--- config.mk ---
export PLATFORM = sky130hd
export DESIGN_NAME = imem_loader
export DESIGN_NICKNAME = d
export VERILOG_FILES = /design/src/rtl/imem_loader_pkg.sv /design/src/rtl/imem_loader_word_packer.sv /design/src/rtl/imem_loader.sv
export SDC_FILE = /design/constraint.sdc
export NUM_CORES = 1
export LEC_CHECK = 0
export CORE_MARGIN = 1
export CORE_UTILIZATION = 45
export DETAILED_ROUTE_END_ITERATION = 10
export PLACE_DENSITY = 0.67
export SETUP_SLACK_MARGIN = 0.2
export SLEW_MARGIN = 20
export SYNTH_ARGS = -nofsm -noshare
export SYNTH_HDL_FRONTEND = slang
export SYNTH_SLANG_ARGS = --single-unit
export TNS_END_PERCENT = 1
--- constraint.sdc ---
create_clock -name clk -period 2.29 [get_ports clk]
set_input_delay 0.3435 -clock clk [delete_from_list [all_inputs] [get_ports clk]]
set_output_delay 0.3435 -clock clk [all_outputs]
set_load 0.01 [all_outputs]
--- src/rtl/imem_loader_pkg.sv ---
// Shared types and constants for the instruction-memory program loader.
// Holds the loader FSM state encoding, error codes and the memory word width.
// Imported by the top-level loader and its byte-to-word packer.
package imem_loader_pkg;

  localparam int WORD_W = 32;

  typedef enum logic [2:0] {
    LEN0,
    LEN1,
    DATA,
    CSUM,
    DONE,
    ERR
  } state_e;

  localparam logic [1:0] ERR_NONE = 2'd0;
  localparam logic [1:0] ERR_LEN  = 2'd1;
  localparam logic [1:0] ERR_CSUM = 2'd2;

endpackage

--- src/rtl/imem_loader_word_packer.sv ---
// Packs 4 little-endian bytes into a 32-bit word.
// Latency: 4th byte accepted in cycle t -> word_vld/word_dat in cycle t+1.
// Backpressure: none; accepts a byte whenever in_vld is high; clr drops a partial word.
module word_packer
  import imem_loader_pkg::*;
(
  input  logic              clk,
  input  logic              rst,
  input  logic              clr,
  input  logic              in_vld,
  input  logic [7:0]        in_dat,
  output logic              last_byte,
  output logic              word_vld,
  output logic [WORD_W-1:0] word_dat
);

  logic [1:0]        cnt_q, cnt_d;
  logic [23:0]       shf_q, shf_d;
  logic [WORD_W-1:0] word_q, word_d;
  logic              vld_q, vld_d;

  // Shift bytes in from the top so byte 0 lands in bits [7:0] of the finished word.
  always_comb begin
    cnt_d     = cnt_q;
    shf_d     = shf_q;
    word_d    = word_q;
    vld_d     = 1'b0;
    last_byte = in_vld && (cnt_q == 2'd3);
    if (clr) begin
      cnt_d = 2'd0;
      shf_d = 24'd0;
    end else if (in_vld) begin
      if (cnt_q == 2'd3) begin
        word_d = {in_dat, shf_q};
        vld_d  = 1'b1;
        cnt_d  = 2'd0;
        shf_d  = 24'd0;
      end else begin
        shf_d = {in_dat, shf_q[23:8]};
        cnt_d = cnt_q + 2'd1;
      end
    end
  end

  // Packer state register; the output word holds between strobes.
  always_ff @(posedge clk) begin
    if (rst) begin
      cnt_q  <= 2'd0;
      shf_q  <= 24'd0;
      word_q <= '0;
      vld_q  <= 1'b0;
    end else begin
      cnt_q  <= cnt_d;
      shf_q  <= shf_d;
      word_q <= word_d;
      vld_q  <= vld_d;
    end
  end

  assign word_vld = vld_q;
  assign word_dat = word_q;

endmodule

--- src/rtl/imem_loader.sv ---
// Framed byte-stream loader (count, data, xor checksum) writing instruction memory; holds core reset until clean load.
// Latency: last byte of a word -> mem_we next cycle; good checksum at t -> load_done t+1, cpu_rst low t+2.
// Backpressure: byte_ready low only in reset and after a completed load; ERR drains bytes.
module imem_loader
  import imem_loader_pkg::*;
#(
  parameter int ADDR_W = 5,
  parameter int DEPTH  = 2 ** ADDR_W
) (
  input  logic              clk,
  input  logic              rst,
  input  logic              byte_valid,
  input  logic [7:0]        byte_data,
  output logic              byte_ready,
  output logic              mem_we,
  output logic [ADDR_W-1:0] mem_waddr,
  output logic [WORD_W-1:0] mem_wdata,
  output logic              cpu_rst,
  output logic              load_done,
  output logic [1:0]        err_code
);

  localparam logic [15:0]     DEPTH_L = 16'(DEPTH);
  localparam logic [ADDR_W:0] IDX_ONE = (ADDR_W + 1)'(1);

  state_e            state_q, state_d;
  logic [7:0]        len_lo_q, len_lo_d;
  logic [ADDR_W:0]   count_q, count_d;
  logic [ADDR_W:0]   word_idx_q, word_idx_d;
  logic [7:0]        csum_q, csum_d;
  logic [ADDR_W-1:0] waddr_q, waddr_d;
  logic              load_done_q, load_done_d;
  logic              cpu_rst_q, cpu_rst_d;
  logic [1:0]        err_q, err_d;

  logic              xfer;
  logic              pk_vld, pk_last;
  logic [15:0]       len_full;
  logic [ADDR_W:0]   idx_nxt;

  assign byte_ready = !rst && (state_q != DONE);
  assign xfer       = byte_valid && byte_ready;
  assign pk_vld     = xfer && (state_q == DATA);
  assign len_full   = {byte_data, len_lo_q};
  assign idx_nxt    = word_idx_q + IDX_ONE;

  word_packer u_packer (
    .clk       (clk),
    .rst       (rst),
    .clr       (state_q != DATA),
    .in_vld    (pk_vld),
    .in_dat    (byte_data),
    .last_byte (pk_last),
    .word_vld  (mem_we),
    .word_dat  (mem_wdata)
  );

  // Frame FSM: length bytes, data words, checksum, then terminal DONE or ERR.
  always_comb begin
    state_d     = state_q;
    len_lo_d    = len_lo_q;
    count_d     = count_q;
    word_idx_d  = word_idx_q;
    csum_d      = csum_q;
    waddr_d     = waddr_q;
    load_done_d = load_done_q;
    cpu_rst_d   = cpu_rst_q;
    err_d       = err_q;
    case (state_q)
      LEN0: if (xfer) begin
        len_lo_d = byte_data;
        state_d  = LEN1;
      end
      LEN1: if (xfer) begin
        count_d = len_full[ADDR_W:0];
        if (len_full > DEPTH_L) begin
          state_d = ERR;
          err_d   = ERR_LEN;
        end else if (len_full == 16'd0) begin
          state_d = CSUM;
        end else begin
          state_d = DATA;
        end
      end
      DATA: if (xfer) begin
        csum_d = csum_q ^ byte_data;
        // Address is captured here so it appears alongside the packer's strobe next cycle.
        if (pk_last) begin
          waddr_d    = word_idx_q[ADDR_W-1:0];
          word_idx_d = idx_nxt;
          if (idx_nxt == count_q) state_d = CSUM;
        end
      end
      CSUM: if (xfer) begin
        if (byte_data == csum_q) begin
          state_d     = DONE;
          load_done_d = 1'b1;
        end else begin
          state_d = ERR;
          err_d   = ERR_CSUM;
        end
      end
      DONE: cpu_rst_d = 1'b0;
      ERR:  ;
      default: state_d = LEN0;
    endcase
  end

  // Loader state registers.
  always_ff @(posedge clk) begin
    if (rst) begin
      state_q     <= LEN0;
      len_lo_q    <= 8'd0;
      count_q     <= '0;
      word_idx_q  <= '0;
      csum_q      <= 8'd0;
      waddr_q     <= '0;
      load_done_q <= 1'b0;
      cpu_rst_q   <= 1'b1;
      err_q       <= ERR_NONE;
    end else begin
      state_q     <= state_d;
      len_lo_q    <= len_lo_d;
      count_q     <= count_d;
      word_idx_q  <= word_idx_d;
      csum_q      <= csum_d;
      waddr_q     <= waddr_d;
      load_done_q <= load_done_d;
      cpu_rst_q   <= cpu_rst_d;
      err_q       <= err_d;
    end
  end

  assign mem_waddr = waddr_q;
  assign cpu_rst   = cpu_rst_q;
  assign load_done = load_done_q;
  assign err_code  = err_q;

endmodule

**Word level (Yosys, flattened, before mapping)**

Cells that the tools add are included.

- $add $sub $neg: 2
- Bitwise logic cells: 4
- Reductions and logical operators: 19
- Muxes and demuxes: 18
- Magnitude comparators: 1
- Eq/ne operators: 18

Operators by type and width:

| kind | count |
|---|---|
| $mux 24 | 1 |
| $mux 3 | 7 |
| $gt 16x6->1 const B | 1 |
| $logic_not 16->1 | 1 |
| $pmux 3 s5 | 1 |
| $ne 2x2->1 const B | 7 |
| $mux 2 | 5 |
| $reduce_and 3->1 | 3 |
| $eq 8x8->1 | 1 |
| $xor 8x8->8 | 1 |
| $reduce_and 7->1 | 1 |
| $add 6x1->6 const B | 1 |
| $eq 3x2->1 const B | 2 |
| $eq 3x3->1 const B | 2 |
| $eq 6x6->1 | 1 |
| $reduce_and 2->1 | 3 |
| $reduce_and 5->1 | 1 |
| $logic_and 1x1->1 | 4 |
| $pmux 2 s2 | 1 |
| $reduce_or 2->1 | 2 |
| $eq 3x1->1 const B | 1 |
| $logic_not 3->1 | 1 |
| $mux 1 | 3 |
| $ne 3x2->1 const B | 1 |
| other kinds (8) | 10 |

- Input bits: 11
- Register bits after elaboration: 99
- Logic and storage cells: 75
- Output and inout bits: 43

**Depth between registers and ports, before layout**

- Word-level depth: 8
- Gate-level depth with buffers: 7
- Depth with buffers taken out: 6

**Modules after synthesis**

From an unflattened synthesis, not the netlist that was laid out.

- Cell total of the unflattened synthesis: 469
- Area, all modules: 4448.0 um^2

By module, submodules not included:

| module | sequential area each (um^2) | cells each | area an instance (um^2) | times used |
|---|---|---|---|---|
| word_packer | 1181.1 | 261 | 2563.7 | 1 |
| imem_loader | 800.8 | 208 | 1884.3 | 1 |

**Least setup slack after synthesis**

Ideal clock, no wire load.

- Path type: flip-flop to flip-flop
- From: reg len_lo_q[0]
- To: reg state_q[1]
- Clock period less this slack: 1.847 ns
- Required time: 2.211 ns
- Library setup time: 0.079 ns
- Slack: 0.443 ns
- Stages on the path, launching flop included: 6
- Path buffers: 0
- Data arrival time: 1.767 ns
- Cell sequence: dfxtp_1 -> or4_4 -> o21a_1 -> or2_1 -> or3_1 -> a211oi_2

- Longest elaborated chain between the ends: 4

RTL lines:

| what | RTL line | text |
|---|---|---|
| start: declaration | imem_loader.sv:27 | `logic [7:0] len_lo_q, len_lo_d;` |
| start signal: assignment | imem_loader.sv:123 | `len_lo_q <= len_lo_d;` |
| $gt 16x6->1 | imem_loader.sv:76 | `if (len_full > DEPTH_L) begin` |
| $mux 3 | imem_loader.sv:76 |  |
| $mux 3 | imem_loader.sv:74 | `LEN1: if (xfer) begin` |
| $pmux 3 s5 | imem_loader.sv:69 | `case (state_q)` |
| end signal: assignment | imem_loader.sv:122 | `state_q <= state_d;` |
| end: declaration | imem_loader.sv:26 | `state_e state_q, state_d;` |

Every way passes these cells. The select of a mux whose other input is x is not followed.
A chain may end at the register's enable or synchronous reset.

**Final worst setup path**

Ends and elaborated chain as after synthesis.

==> run metrics <==
status complete, no violations; Worst Path Required 2.57 ns; Clk pwr share 36.2%; die width 96.0 um; Synth area leaders dfxtp_1, nand2_1, a21oi_1; pwr/cell area 607 mW/mm^2; maximum clock frequency 514 MHz; Clock Skew 0.0154 ns; MaxCap Viol Count 0; min-delay src rst; cell area after layout 0.00494 mm^2; first-iteration detailed-routing DRC count 155; Worst Path Buf+Inv 0; syn_nets 492; Post-synth EDFFs 0; final std cells w/o fill 652; Int Power 2260 uW; Via Count 3336; CTS H-tree lvls 3; drt via density 5.12; largest net degree at the start of global routing 33; Max stage delay on crit path 0.53 ns; share of layout cells above drive strength 1 9.69%; crit path cell chain or4_4 -> o21a_1 -> or2_1 -> or3_1 -> a211oi_2; Final HPWL DP 6330 um; Avg WL per Cell 13.5 um; final setup margin 0.343 ns; adder-cell share of the synthesized area 0.629%; WHS Endpoint state_q[2]$_SDFFE_PP0P_; final WL 8830 um; clock latency on the worst-skew pair 0.36 ns; CTS tree done; routability-driven placement congestion ratio 0.799; post-synth top area cell dfxtp_1; gr usage total 21.2%; total grt overflow 0; Setup WS pre-CTS 0.0782 ns; xor/xnor cell area share of the yosys netlist 5.94%; Worst path depth 5; CP Launch Type flip-flop; dpl cells 636; die outline height 96.0 um; Clock transition at path regs 0.09 ns; DP Area 0.00474 mm^2; setup_tns 0 ns; P&R area growth vs syn 24.2%; CP Class reg2reg; multiplexer share of the synthesized area 1.76%; DR DRC count 0; Avg Cell Area, Syn 8.31 um^2; Die ar. 0.00922 mm^2; crit-path leading delay family simple AND/OR/NAND/NOR gates; Starting Density 47.5%; Lkg Pwr 0.00169 uW; antenna-violating nets left 0; Min Hold Slack 0.286 ns; Worst VDD drop 0.314 mV; area fraction of the dominant cell type after synthesis 49.8%; # diodes 0; simple-gate area share of the yosys netlist 25.4%; Commonest cells post-synth nand2_1, dfxtp_1, a21oi_1; Rows 33; FF-to-FF setup slack 0.34 ns; #FFs+latches synth 99; Pre-antenna DRT Iters 4; CTS Root Cell clkbuf_8; I/O Buffers 53; prevailing post-synth register cell dfxtp_1; async set-reset flop share out of synthesis 0%; CTS max path bufs 2; Worst Path Max Fanout 3; final period utilization 85.0%; initial antenna violation count 0; number of global-route vias before repair 3120; worst min-delay path class in2reg; Comb pwr share 5.7%; final hold violations 0; post-synth cell types 42; Synth Area in Compound Gates 13.1%; P_sw 740 uW; Sw Ratio 24.7%; CP Capture Type flip-flop; WHS Path Cells 2; r2r endpoint state_q[1]$_SDFFE_PP0P_; CP arrival 2.23 ns; unrepaired setup endpoints after global routing true; Post-Syn Instances 479; Core ar. 0.00838 mm^2; YS warnings 0; Tmin final 1.95 ns; relative slew slack 68.7%; final slew viol count 0; synthesized area 0.00398 mm^2; final setup violation count 0; Reg2Reg Depth 5; post-synthesis sequential area ratio 49.8%; main combinational cell family by area after synthesis simple AND/OR/NAND/NOR gates; most frequent cell after synthesis nand2_1; I/O pin count 54; Fill cells 790; nets 555; Num CTS Buffers 9; clock sinks 99; Sequential Power Share 58.2%; R2R Path Start len_lo_q[0]$_SDFFE_PP0P_; first-pass GRT wire length 14900 um; worst-margin pin slew 0.469 ns; Slowest-stage cell, CP or4_4
[worst reg2reg max path, stage by stage (launching register included)]
cell and delay, ns:
dfxtp_1 0.34, or4_4 0.53, o21a_1 0.19, or2_1 0.23, or3_1 0.36, a211oi_2 0.22
[per-layer routing]
layer | up-vias | part of all wire [%] | track usage [%]
met2 | 51 | 45 | 32.9
met4 | 0 | 1.2 | 7.34
met1 | 1547 | 50 | 29.4
met3 | 6 | 3.6 | 4.27
met5 | - | 0 | 0
li1 | 1732 | - | -
[timing repair]
action / in CTS / in global routing
hold buffers: 0 / 0
resized for setup: 1 / 2
setup endpoints to repair: 1 / 2
buffers inserted: 0 / 0
[how the worst max path moves through the flow]
stage                     slack, ns                     start                       to
after floorplan                0.44  len_lo_q[0]$_SDFFE_PP0P_  state_q[1]$_SDFFE_PP0P_
after global placement         0.19              byte_data[0]  state_q[1]$_SDFFE_PP0P_
after detailed placement       0.08              byte_data[7]  state_q[1]$_SDFFE_PP0P_
after CTS                      0.24   state_q[1]$_SDFFE_PP0P_               byte_ready
after global routing           0.20   state_q[2]$_SDFFE_PP0P_  state_q[0]$_SDFFE_PP0P_
final                          0.34  len_lo_q[0]$_SDFFE_PP0P_  state_q[1]$_SDFFE_PP0P_
[cells in the final DEF (no fill, tap or decap), drive strengths merged, types with 5 or more instances in the layout]
cell type,synthesis,layout
o21ai,5,5
or3,5,5
nand3b,24,24
nand2,124,124
clkbuf,20,10
a21oi,74,74
xnor2,14,14
xor2,13,13
nor2,27,27
inv,3,7
nand3,14,14
clkdlybuf4s50,0,51
dfxtp,99,99
nand2b,5,5
mux2i,7,7
buf,9,29
[final cells by class]
type / instances / area [um^2] / share of cell area, %
flip-flops and latches: 99 / 1980 / 40.1
clock buffers: 10 / 138 / 2.78
clock inverters: 6 / 53.8 / 1.09
repair buffers: 81 / 751 / 15.2
multi-input cells: 347 / 1870 / 37.8
inverters: 4 / 15.0 / 0.304
well taps: 105 / 131 / 2.66
[metrics by stage]
stage               power, uW  util, %
CTS                      3040     58.9
global route             3130     59.0
floorplan                1870        -
global placement         1950     56.6
finish                   3000     59.0
detailed placement       1950     56.6
[power by group through the flow]
stage | clock network, uW | logic, uW | registers, uW
after CTS | 1120 | 171 | 1740
after floorplan | 0 | 92.3 | 1780
after detailed placement | 0 | 170 | 1780
final | 1080 | 170 | 1740
after global placement | 0 | 168 | 1780
after global routing | 1190 | 188 | 1750
[cell families (layout without fill, tap and decap cells)]
kind of cell / after synthesis / after routing
adders and majority gates: 2 / 2
AOI/OAI and AO/OA: 93 / 93
buffers and inverters: 33 / 101
muxes: 7 / 7
xor gates and xnor gates: 27 / 27
and+or+nand+nor: 218 / 218
DFF: 99 / 99
[state kept, by name, summed over array words and instances (netlist names), 3 cells and up]
signal,count
u_packer.shf_q,24
word_idx_q,6
u_packer.word_dat,32
csum_q,8
len_lo_q,8
count_q,6
mem_waddr,5
state_q,3
No activity file was read; power rests on OpenSTA's default activity.
